File: config.mk
export PLATFORM = sky130hd
export DESIGN_NAME = spi_slave_flat
export DESIGN_NICKNAME = d
export VERILOG_FILES = /design/src/rtl/spi_slave_if.sv /design/src/rtl/spi_slave.sv /design/src/flat_wrapper.sv
export SDC_FILE = /design/constraint.sdc
export NUM_CORES = 1
export LEC_CHECK = 0
export ABC_AREA = 1
export CAP_MARGIN = 15
export CORE_UTILIZATION = 52
export CTS_BUF_LIST = sky130_fd_sc_hd__clkbuf_4 sky130_fd_sc_hd__clkbuf_8
export DETAILED_ROUTE_END_ITERATION = 10
export PLACE_DENSITY = 0.83
export RECOVER_POWER = 100
export SETUP_SLACK_MARGIN = 0.02
export SLEW_MARGIN = 20
export SYNTH_ARGS = -nofsm -noshare
export SYNTH_HDL_FRONTEND = slang
export SYNTH_SLANG_ARGS = --single-unit
File: constraint.sdc
create_clock -name clk -period 2.1 [get_ports clk]
set_input_delay 0.315 -clock clk [delete_from_list [all_inputs] [get_ports clk]]
set_output_delay 0.315 -clock clk [all_outputs]
set_load 0.005 [all_outputs]
File: src/rtl/spi_slave_if.sv
// spi_slave_if: SPI pins plus the tx/rx word handshake of spi_slave, with DUT/driver modports.
`default_nettype none
`timescale 1ns/1ps

interface spi_slave_if #(
    parameter int DATA_W = 8
);
    logic              sclk;
    logic              ss_n;
    logic              mosi;
    logic              miso;
    logic              miso_oe;
    logic [DATA_W-1:0] tx_data;
    logic              tx_valid;
    logic              tx_ready;
    logic [DATA_W-1:0] rx_data;
    logic              rx_valid;
    logic              busy;
    logic              frame_err;

    modport slave (
        input  sclk, ss_n, mosi, tx_data, tx_valid,
        output miso, miso_oe, tx_ready, rx_data, rx_valid, busy, frame_err
    );

    modport master (
        output sclk, ss_n, mosi, tx_data, tx_valid,
        input  miso, miso_oe, tx_ready, rx_data, rx_valid, busy, frame_err
    );
endinterface

`default_nettype wire

File: src/rtl/spi_slave.sv
// +--------------------------------------------------------------------------+
// | spi_slave: SPI mode-0 MSB-first slave, oversampled in the clk domain.    |
// | Option macro SPI_SLAVE_LOOPBACK_EN: underrun echoes the last rx word.    |
// | Revision: 1.0                                                            |
// +--------------------------------------------------------------------------+
`default_nettype none
`timescale 1ns/1ps

module spi_slave #(
    parameter int DATA_W      = 8,
    parameter int SYNC_STAGES = 2
) (
    input  logic        clk,
    input  logic        rstn,
    spi_slave_if.slave  bus
);
    localparam int CNT_W = (DATA_W > 1) ? $clog2(DATA_W) : 1;
    localparam logic [CNT_W-1:0] LAST_BIT = CNT_W'(DATA_W - 1);

    typedef enum logic [1:0] {
        IDLE  = 2'd0,
        LOAD  = 2'd1,
        SHIFT = 2'd2
    } state_t;

    state_t state, state_nxt;

    logic [SYNC_STAGES-1:0] sclk_sync, ss_sync, mosi_sync;
    logic sclk_d, ss_d;
    logic sclk_s, ss_s, mosi_s;
    logic sclk_rise, sclk_fall, ss_fall;

    logic [DATA_W-1:0] shift_reg, hold_reg, rx_data_q, load_word, underrun_word;
    logic              hold_full, rx_bit, miso_q, rx_valid_q, busy_q, frame_err_q;
    logic [CNT_W-1:0]  bit_cnt;
    logic              tx_load, consume;

    always_ff @(posedge clk or negedge rstn) begin
        if (!rstn) begin
            sclk_sync <= '0;
            ss_sync   <= '1;
            mosi_sync <= '0;
            sclk_d    <= 1'b0;
            ss_d      <= 1'b1;
        end else begin
            sclk_sync <= {sclk_sync[SYNC_STAGES-2:0], bus.sclk};
            ss_sync   <= {ss_sync[SYNC_STAGES-2:0], bus.ss_n};
            mosi_sync <= {mosi_sync[SYNC_STAGES-2:0], bus.mosi};
            sclk_d    <= sclk_sync[SYNC_STAGES-1];
            ss_d      <= ss_sync[SYNC_STAGES-1];
        end
    end

    assign sclk_s    = sclk_sync[SYNC_STAGES-1];
    assign ss_s      = ss_sync[SYNC_STAGES-1];
    assign mosi_s    = mosi_sync[SYNC_STAGES-1];
    assign sclk_rise = sclk_s & ~sclk_d;
    assign sclk_fall = ~sclk_s & sclk_d;
    assign ss_fall   = ~ss_s & ss_d;

`ifdef SPI_SLAVE_LOOPBACK_EN
    assign underrun_word = rx_data_q;
`else
    assign underrun_word = '1;
`endif

    assign load_word = hold_full ? hold_reg : underrun_word;
    assign tx_load   = bus.tx_valid & ~hold_full;
    // The fall that ends a word (count already wrapped) starts the next one.
    assign consume   = (state == LOAD) ||
                       ((state == SHIFT) && !ss_s && sclk_fall && (bit_cnt == '0));

    always_ff @(posedge clk or negedge rstn) begin
        if (!rstn) state <= IDLE;
        else       state <= state_nxt;
    end

    always_comb begin
        state_nxt = state;
        case (state)
            IDLE:    if (ss_fall) state_nxt = LOAD;
            LOAD:    state_nxt = ss_s ? IDLE : SHIFT;
            SHIFT:   if (ss_s) state_nxt = IDLE;
            default: state_nxt = IDLE;
        endcase
    end

    always_ff @(posedge clk or negedge rstn) begin
        if (!rstn) begin
            shift_reg   <= '0;
            hold_reg    <= '0;
            hold_full   <= 1'b0;
            rx_data_q   <= '0;
            rx_bit      <= 1'b0;
            miso_q      <= 1'b0;
            rx_valid_q  <= 1'b0;
            busy_q      <= 1'b0;
            frame_err_q <= 1'b0;
            bit_cnt     <= '0;
        end else begin
            rx_valid_q  <= 1'b0;
            frame_err_q <= 1'b0;

            if (tx_load) begin
                hold_reg  <= bus.tx_data;
                hold_full <= 1'b1;
            end else if (consume) begin
                hold_full <= 1'b0;
            end

            case (state)
                LOAD: begin
                    shift_reg <= load_word;
                    miso_q    <= load_word[DATA_W-1];
                    bit_cnt   <= '0;
                end
                SHIFT: begin
                    if (ss_s) begin
                        miso_q  <= 1'b0;
                        busy_q  <= 1'b0;
                        bit_cnt <= '0;
                        if (bit_cnt != '0) frame_err_q <= 1'b1;
                    end else if (sclk_rise) begin
                        // Sampled bit is held aside so the LSB still to be sent survives.
                        rx_bit <= mosi_s;
                        busy_q <= 1'b1;
                        if (bit_cnt == LAST_BIT) begin
                            rx_data_q  <= {shift_reg[DATA_W-2:0], mosi_s};
                            rx_valid_q <= 1'b1;
                            busy_q     <= 1'b0;
                            bit_cnt    <= '0;
                        end else begin
                            bit_cnt <= bit_cnt + 1'b1;
                        end
                    end else if (sclk_fall) begin
                        if (bit_cnt == '0) begin
                            shift_reg <= load_word;
                            miso_q    <= load_word[DATA_W-1];
                        end else begin
                            shift_reg <= {shift_reg[DATA_W-2:0], rx_bit};
                            miso_q    <= shift_reg[DATA_W-2];
                        end
                    end
                end
                default: begin
                    miso_q  <= 1'b0;
                    busy_q  <= 1'b0;
                    bit_cnt <= '0;
                end
            endcase
        end
    end

    assign bus.miso      = miso_q;
    assign bus.miso_oe   = ~ss_s;
    assign bus.tx_ready  = ~hold_full;
    assign bus.rx_data   = rx_data_q;
    assign bus.rx_valid  = rx_valid_q;
    assign bus.busy      = busy_q;
    assign bus.frame_err = frame_err_q;

endmodule

`default_nettype wire

File: src/flat_wrapper.sv
// flat-port wrapper written by rule: the top's interface ports become plain ports
module spi_slave_flat 
#(
    parameter int DATA_W      = 8,
    parameter int SYNC_STAGES = 2
)
  (clk, rstn, bus_sclk, bus_ss_n, bus_mosi, bus_tx_data, bus_tx_valid, bus_miso, bus_miso_oe, bus_tx_ready, bus_rx_data, bus_rx_valid, bus_busy, bus_frame_err);
  spi_slave_if #(.DATA_W(DATA_W)) bus_i ();
  input  logic clk;
  input  logic rstn;
  input wire logic [$bits(bus_i.sclk)-1:0] bus_sclk;
  input wire logic [$bits(bus_i.ss_n)-1:0] bus_ss_n;
  input wire logic [$bits(bus_i.mosi)-1:0] bus_mosi;
  input wire logic [$bits(bus_i.tx_data)-1:0] bus_tx_data;
  input wire logic [$bits(bus_i.tx_valid)-1:0] bus_tx_valid;
  output wire logic [$bits(bus_i.miso)-1:0] bus_miso;
  output wire logic [$bits(bus_i.miso_oe)-1:0] bus_miso_oe;
  output wire logic [$bits(bus_i.tx_ready)-1:0] bus_tx_ready;
  output wire logic [$bits(bus_i.rx_data)-1:0] bus_rx_data;
  output wire logic [$bits(bus_i.rx_valid)-1:0] bus_rx_valid;
  output wire logic [$bits(bus_i.busy)-1:0] bus_busy;
  output wire logic [$bits(bus_i.frame_err)-1:0] bus_frame_err;
  assign bus_i.sclk = bus_sclk;
  assign bus_i.ss_n = bus_ss_n;
  assign bus_i.mosi = bus_mosi;
  assign bus_i.tx_data = bus_tx_data;
  assign bus_i.tx_valid = bus_tx_valid;
  assign bus_miso = bus_i.miso;
  assign bus_miso_oe = bus_i.miso_oe;
  assign bus_tx_ready = bus_i.tx_ready;
  assign bus_rx_data = bus_i.rx_data;
  assign bus_rx_valid = bus_i.rx_valid;
  assign bus_busy = bus_i.busy;
  assign bus_frame_err = bus_i.frame_err;
  spi_slave #(.DATA_W(DATA_W), .SYNC_STAGES(SYNC_STAGES)) u_core (.clk(clk), .rstn(rstn), .bus(bus_i));
endmodule
Yosys cells after proc, flatten, opt, wreduce, memory -nomap -nowiden
Index checks and enable logic that the tools add are counted. W data, S select, Z words.

Output and inout port bits: 14. Word-level logic and storage cells: 85. Bits of input ports: 14. Bits in registers: 42.

Reductions and logical operators: 16. Add/subtract/negate cells: 1. Mux-type cells: 32. Equal/unequal tests: 11. Bitwise logic cells: 9.

Operators by type and width (number): $mux W7 (4); $mux W1 (16); $pmux W7 S2 (1); $mux W3 (4); $mux W8 (1); $reduce_and A4 Y1 (2); $mux W2 (3); $ne A2 B1 Y1 const B (3); $ne A3 B1 Y1 const B (2); $pmux W2 S3 (1); $reduce_and A2 Y1 (3); $not A1 Y1 (5); $and A1 B1 Y1 (4); $ne A2 B2 Y1 const B (2); $pmux W1 S2 (2); $reduce_bool A2 Y1 (2); $add A3 B1 Y3 const B (1); $eq A3 B3 Y1 const B (1); $logic_and A1 B1 Y1 (3); $logic_not A3 Y1 (1); $ne A3 B2 Y1 const B (1); $reduce_and A3 Y1 (1); $reduce_bool A3 Y1 (1); $eq A2 B1 Y1 const B (1); 4 further kinds (4).

Longest topological paths before layout
Gate-level depths: netlist of the first run.

Word-level depth: 7. Mapped depth: 9. Mapped depth without buffers: 9.

Worst setup path after synthesis of the first run
OpenSTA, ideal clock, no wires.

Path type: register to register. Start: register u_core.state[0]. End: register u_core.shift_reg[0]. Clock period less this slack: 1382 ps. Path slack: 718 ps. Arrival: 1265 ps. Data required time: 1982 ps. Library setup time: 118 ps. Path buffers: 1. Stages on the path, launching flop included: 8. Path through: dfrtp_1 -> inv_1 -> ha_1 -> buf_4 -> nand2_2 -> or2_2 -> nand3_1 -> nand2_1.

Cells in the longest elaborated chain, start to end: 3. Elaborated cells between the ends (all ways): 8. Those cells by class: eq/ne (5); mux (1); reduce/logical (2).

RTL lines: start: declaration (RTL line spi_slave.sv:26) `state_t state, state_nxt;`; start signal: assignment (RTL line spi_slave.sv:75) `else state <= state_nxt;`; $eq A2 B2 Y1 / $eq A2 B1 Y1 (equally long branches) (RTL line spi_slave.sv:111) `case (state)`; $ne A2 B2 Y1 (no line) (tied with other cells); $reduce_and A4 Y1 (no line); end signal: assignment (RTL line spi_slave.sv:113) `shift_reg <= load_word;`; end signal: assignment (RTL line spi_slave.sv:137) `shift_reg <= load_word;`; end signal: assignment (RTL line spi_slave.sv:140) `shift_reg <= {shift_reg[DATA_W-2:0], rx_bit};`; end: declaration (RTL line spi_slave.sv:33) `logic [DATA_W-1:0] shift_reg, hold_reg, rx_data_q, load_word, underrun_word;`.

Several ways; a longest one is shown, not always the timed one. A chain may end at the register's enable or synchronous reset.

Worst setup path in the final report of the first run
Start: register u_core.ss_sync[1]. End: output port bus_miso_oe.

Cells in the longest elaborated chain, start to end: 1.

RTL lines: start: declaration (RTL line spi_slave.sv:28) `logic [SYNC_STAGES-1:0] sclk_sync, ss_sync, mosi_sync;`; start signal: assignment (RTL line spi_slave.sv:47) `ss_sync <= {ss_sync[SYNC_STAGES-2:0], bus.ss_n};`; $not A1 Y1 (no line); end: declaration (RTL line flat_wrapper.sv:17) `output wire logic [$bits(bus_i.miso_oe)-1:0] bus_miso_oe;`.

Every way passes these cells.

==> impl_metrics.py, run 1 <==
metrics = {
    "global_routing": {
        "grt_pass1_vias": 1262,
        "grt_util_all_layers_pct": 19.9,
        "grt_first_pass_wirelength_mm": 5.32,
        "grt_max_degree": 18,
        "overflow": 0,
        "antenna_found_initial": 0,
    },
    "floorplan": {
        "die_w_um": 61.5,
        "start_util_pct": 54.7,
        "core-area_mm2": 0.00336,
        "die_area_mm2": 0.00378,
        "fp.dieH_um": 61.5,
        "rows": 21,
        "num_io_pins": 28,
    },
    "placed_design": {
        "port_buffers": 27,
        "gp_congestion": 0.871,
        "hpwl_mm": 2.38,
    },
    "job": {
        "drv_cap": 0,
    },
    "finish": {
        "synthToLayoutAreaGrowth_pct": 19.1,
        "final_layout_size_suffix_gt1_share_pct": 9.01,
        "n_antenna_cell": 0,
        "utilization_pct": 65.1,
        "nets": 252,
        "nFillCells": 313,
    },
    "routing": {
        "viasPerCell": 4.83,
        "first_pass_iters": 4,
        "drt-wirelength-per-cell_um": 11.0,
        "drtAntennaViolNets": 0,
        "drc": 0,
        "wl_mm": 3.08,
        "drtIter0Drc": 44,
        "via_count": 1348,
    },
    "logic_synthesis": {
        "synth_nets": 219,
        "synth_cell_types": 21,
        "seq_area_frac_synth_pct": 57.4,
        "synth_area_leaders": "dfrtp_1 (53%), nand2_1 (6.9%), inv_1 (6.1%), nand3_1 (6.0%), nor2_1 (5.1%)",
        "ys_ff_latch": 42,
        "synth_warnings": 0,
        "synth_largest_area_cell": "dfrtp_1",
        "syn_inst": 199,
        "syn_avg_cell_area_um2": 9.24,
        "synthDominantCellAreaShare_pct": 53.1,
        "mappedNetlistArea_mm2": 0.00184,
    },
    "cts": {
        "tritoncts": "built",
        "cts_buffer_depth": 2,
        "root_buffer": "clkbuf_4",
        "hold_buffers": 1,
        "cts_resized": 0,
        "cts_sinks": 42,
        "clk_pin_slew_ns": 0.11,
        "worstSkewPairLatency_ns": 0.34,
        "cts-buffers-inserted": 5,
        "cts_max_level": 2,
        "postCtsSetupBuffers": 0,
    },
    "setup_path": {
        "critPathMaxStageDelay_ns": 0.61,
        "worst_setup_path_start_kind": "register",
        "cp.required_ns": 1.78,
        "critPathKind": "register to output pin",
        "cp.arrival_ns": 1.67,
        "critPathMaxFanout": 5,
        "critical_path.top_delay_family": "buffers and inverters",
        "crit_buf_inv": 2,
        "crit_path_end_kind": "output pin",
        "crit_slowest_cell": "dfstp_1",
        "crit_chain": "inv_1 -> dlygate4sd3_1",
    },
    "run_status": {
        "outcome": "complete, no violations",
    },
    "timing": {
        "drv_slew": 0,
        "relSlewSlack_pct": 44.0,
        "fmax_mhz": 504,
        "finalSetupViolations": 0,
        "tns_ns": 0,
        "rsz0062_at_grt": "false",
        "tightestPinTransition_ns": 0.840,
        "hold_viol_final": 0,
        "finalClockSkew_ns": 0.0102,
        "period_share_pct": 94.5,
        "fin_crit_ns": 1.98,
    },
    "min_path": {
        "hp-class": "register to register",
    },
    "power": {
        "ir_drop_mv": 0.688,
        "power.leakage_uw": 0.00116,
        "power.density_mw_per_mm2": 1020,
    },
}
## layout make-up
class,instances,area (um^2),area share (%)
Clock buffer,7,58.8,2.69
Multi-Input combinational cell,121,609,27.8
Timing Repair Buffer,30,283,12.9
Sequential cell,42,1050,48.2
Tap cell,46,57.6,2.63
Inverter,32,120,5.49
Clock inverter,1,5.00,0.229
## power by group
| group | internal (uW) | leakage (uW) | total [uW] | switching [uW] |
|---|---|---|---|---|
| combinational | 260 | 0.000601 | 703 | 443 |
| sequential | 1010 | 0.000517 | 1110 | 105 |
| clock | 175 | 0.0000387 | 416 | 240 |
## cells by family (layout without fill, tap and decap cells)
family	Yosys count	count (layout)	synth area share [%]
adder cells (fa/ha/maj)	6	6	4.08
buffers and inverters	36	70	8.58
multiplexers	1	1	0.613
flip-flops	42	42	57.4
AO/OA/AOI/OAI	24	24	6.94
AND/OR/NAND/NOR	90	90	22.4
## routing by layer
layer,global-route usage (%),routed length (um)
met2,31.4,1430
met1,26.0,1460
met5,0,0
met3,4.20,109
met4,10.2,79
## layout by cell type, fill, tap and decap left out, drive strengths merged
cell	n
ha	6
nand3	22
a21oi	16
nor2	29
inv	32
clkbuf	10
mux2	1
dlygate4sd3	18
dfstp	3
o21ai	8
dfrtp	39
or2	1
clkinv	1
nand2	38
clkdlybuf4s50	9
## worst reg2reg max path: cells and delay by family (launching register included)
kind | cells | cell delay [ns]
flops | 1 | 0.40
fa+ha+maj | 1 | 0.40
simple gates | 4 | 0.39
buf+inv | 3 | 0.37
compound gates | 1 | 0.15
## final timing paths
| check | startpoint | end | slack (ns) | cells after the start |
|---|---|---|---|---|
| setup / recovery | u_core.ss_sync[1] | bus_miso_oe | 0.12 | 2 |
| hold / removal | u_core.sclk_sync[0] | u_core.sclk_sync[1] | 0.36 | 0 |
| setup reg to reg | u_core.state[0] | u_core.shift_reg[6] | 0.30 | 9 |
| hold reg to reg | u_core.sclk_sync[0] | u_core.sclk_sync[1] | 0.36 | 0 |
| max in group asynchronous | rstn | u_core.ss_d | 0.60 | 3 |
| min in group asynchronous | rstn | u_core.shift_reg[1] | 0.58 | 2 |
## through the flow
stage               worst slack, ns  power [uW]  cell area (um^2)  hold slack (ns)  std cells
detailed placement            0.380        1840              2140            0.242        270
CTS                           0.245        2260              2210            0.360        279
global placement              0.472        1810              2140            0.240        270
global route                 0.0712        2430              2190            0.377        279
floorplan                     0.718        1650              1840           0.0194        199
finish                        0.115        2230              2190            0.360        279
## synth_stat cells (all sizes together)
| library cell | number |
|---|---|
| a21oi | 16 |
| buf | 4 |
| dfrtp | 39 |
| dfstp | 3 |
| ha | 6 |
| inv | 32 |
| mux2 | 1 |
| nand2 | 38 |
| nand3 | 22 |
| nor2 | 29 |
| o21ai | 8 |
| or2 | 1 |
No activity file was read; power rests on OpenSTA's default activity.
==> run 2: changes to the inputs <==
GPL_ROUTABILITY_DRIVEN = 0   (was not set)
==> impl_metrics.py, run 2 (synthesis results as in run 1) <==
metrics = {
    "run_status": {
        "outcome": "complete, no violations",
    },
    "setup_path": {
        "crit_start": "u_core.hold_full",
        "r2r_start": "u_core.state[0]",
        "crit_path_end_kind": "output pin",
        "r2r_cells": 9,
        "critPathMaxStageDelay_ns": 0.59,
        "worst_setup_path_start_kind": "register",
        "critPathMaxFanout": 8,
        "cp.arrival_ns": 1.57,
        "crit_slowest_cell": "dlygate4sd3_1",
        "critPathKind": "register to output pin",
        "crit_chain": "inv_1 -> dlygate4sd3_1",
        "cp.required_ns": 1.78,
    },
    "finish": {
        "finalInstanceArea_mm2": 0.00220,
        "nets": 252,
        "seq_area_mm2": 0.00105,
        "final_layout_size_suffix_gt1_share_pct": 9.01,
        "nFillCells": 316,
        "final_cell_mix": "dfrtp_1 (39), nand2_1 (36), inv_1 (31)",
        "multi_input_comb_area_um2": 618,
        "mostFrequentLayoutCell": "dfrtp_1",
        "n_antenna_cell": 0,
        "synthToLayoutAreaGrowth_pct": 19.5,
    },
    "placed_design": {
        "port_buffers": 27,
        "hpwl_mm": 2.43,
        "placed_area_mm2": 0.00214,
    },
    "floorplan": {
        "fp.dieH_um": 61.5,
        "rows": 21,
        "die_area_mm2": 0.00378,
        "core-area_mm2": 0.00336,
        "die_w_um": 61.5,
        "start_util_pct": 54.7,
        "num_io_pins": 28,
    },
    "cts": {
        "root_buffer": "clkbuf_4",
        "worstSkewPairLatency_ns": 0.34,
        "cts_buffer_depth": 2,
        "cts_max_level": 2,
        "cts_sinks": 42,
        "cts-buffers-inserted": 5,
        "tritoncts": "built",
        "clk_pin_slew_ns": 0.12,
    },
    "timing": {
        "tightestPinTransition_ns": 0.917,
        "drv_slew": 0,
        "tns_ns": 0,
        "finalSetupViolations": 0,
        "rsz0062_at_grt": "false",
        "fmax_mhz": 529,
        "finalClockSkew_ns": 0.0100,
        "period_share_pct": 90.0,
        "relSlewSlack_pct": 38.8,
        "fin_crit_ns": 1.89,
        "hold_viol_final": 0,
    },
    "power": {
        "clkPwrFrac_pct": 18.5,
        "intPower_uw": 1440,
        "switching_share_pct": 35.4,
        "pwr-share-comb_pct": 31.7,
        "power_frac_seq_pct": 49.7,
        "p_sw_uw": 790,
        "ir_drop_mv": 0.746,
        "power.density_mw_per_mm2": 1020,
        "power.leakage_uw": 0.00119,
    },
    "routing": {
        "drtAntennaViolNets": 0,
        "drc": 0,
        "drt-wirelength-per-cell_um": 11.1,
        "via_count": 1349,
        "first_pass_iters": 4,
        "wl_mm": 3.09,
        "viasPerCell": 4.84,
        "drtIter0Drc": 56,
    },
    "min_path": {
        "hold_start": "u_core.sclk_sync[0]",
        "hp-class": "register to register",
        "hold_depth": 0,
    },
    "global_routing": {
        "antenna_found_initial": 0,
        "grt_first_pass_wirelength_mm": 5.35,
        "grt_util_all_layers_pct": 19.6,
        "overflow": 0,
        "grt_max_degree": 19,
        "grt_pass1_vias": 1237,
    },
    "job": {
        "drv_cap": 0,
    },
}
[run 2: cell count changes in the layout (fill, tap and decap cells not counted), sizes merged]
cell and change:
clkdlybuf4s50 +1, dlygate4sd3 -1
[run 2: worst paths after layout]
kind / end / slack (ns)
worst max-delay path: bus_tx_ready / 0.21
worst min-delay path: u_core.sclk_sync[1] / 0.36
worst min register to register: u_core.sclk_sync[1] / 0.36
min in group asynchronous: u_core.shift_reg[4] / 0.61
worst max register to register: u_core.shift_reg[5] / 0.30
max in group asynchronous: u_core.bus.frame_err / 0.56
[run 2: final cells by class]
type / instances / share of cell area, %
clock buffer: 7 / 2.68
clock inverter: 1 / 0.228
inverter: 32 / 5.47
multi-input combinational: 121 / 28.1
sequential: 42 / 48.0
tap: 46 / 2.62
timing repair buffer: 30 / 12.9
[run 2: what timing repair did]
item | 4_1_cts | 5_1_grt
hold buffers | 1 | 0
buffers inserted | 0 | 0
resized for setup | 0 | 0
hold endpoints to repair | 16 | 0
[run 2: per-stage QoR]
| stage | total power [uW] | hold WS, ns | utilization, % | std cells | setup slack, ns |
|---|---|---|---|---|---|
| floorplan | 1650 | 0.0194 | - | 199 | 0.718 |
| global placement | 1810 | 0.247 | 63.6 | 270 | 0.474 |
| detailed placement | 1850 | 0.256 | 63.6 | 270 | 0.363 |
| CTS | 2270 | 0.357 | 65.8 | 279 | 0.243 |
| global route | 2430 | 0.381 | 65.3 | 279 | 0.108 |
| finish | 2230 | 0.362 | 65.3 | 279 | 0.211 |
[run 2: power groups by stage]
stage	Sequential, uW	Clock, uW	Combinational [uW]
final	1110	414	709
after global placement	1120	0	690
after floorplan	1090	0	560
after CTS	1110	429	730
after global routing	1130	463	833
after detailed placement	1130	0	723
[run 2: critical path, delay by kind of cell, from the launching register on]
family	cells	cell delay (ns)
buffers and inverters	2	0.77
flip-flops	1	0.47
[run 2: layer usage]
| layer | wire length (um) | part of all wire [%] | global-route usage (%) | up-vias |
|---|---|---|---|---|
| met2 | 1480 | 48 | 31.4 | 37 |
| met3 | 109 | 3.5 | 3.99 | 5 |
| li1 | - | - | - | 688 |
| met5 | 0 | 0 | 0 | - |
| met4 | 44 | 1.4 | 7.30 | 0 |
| met1 | 1460 | 47 | 26.8 | 619 |
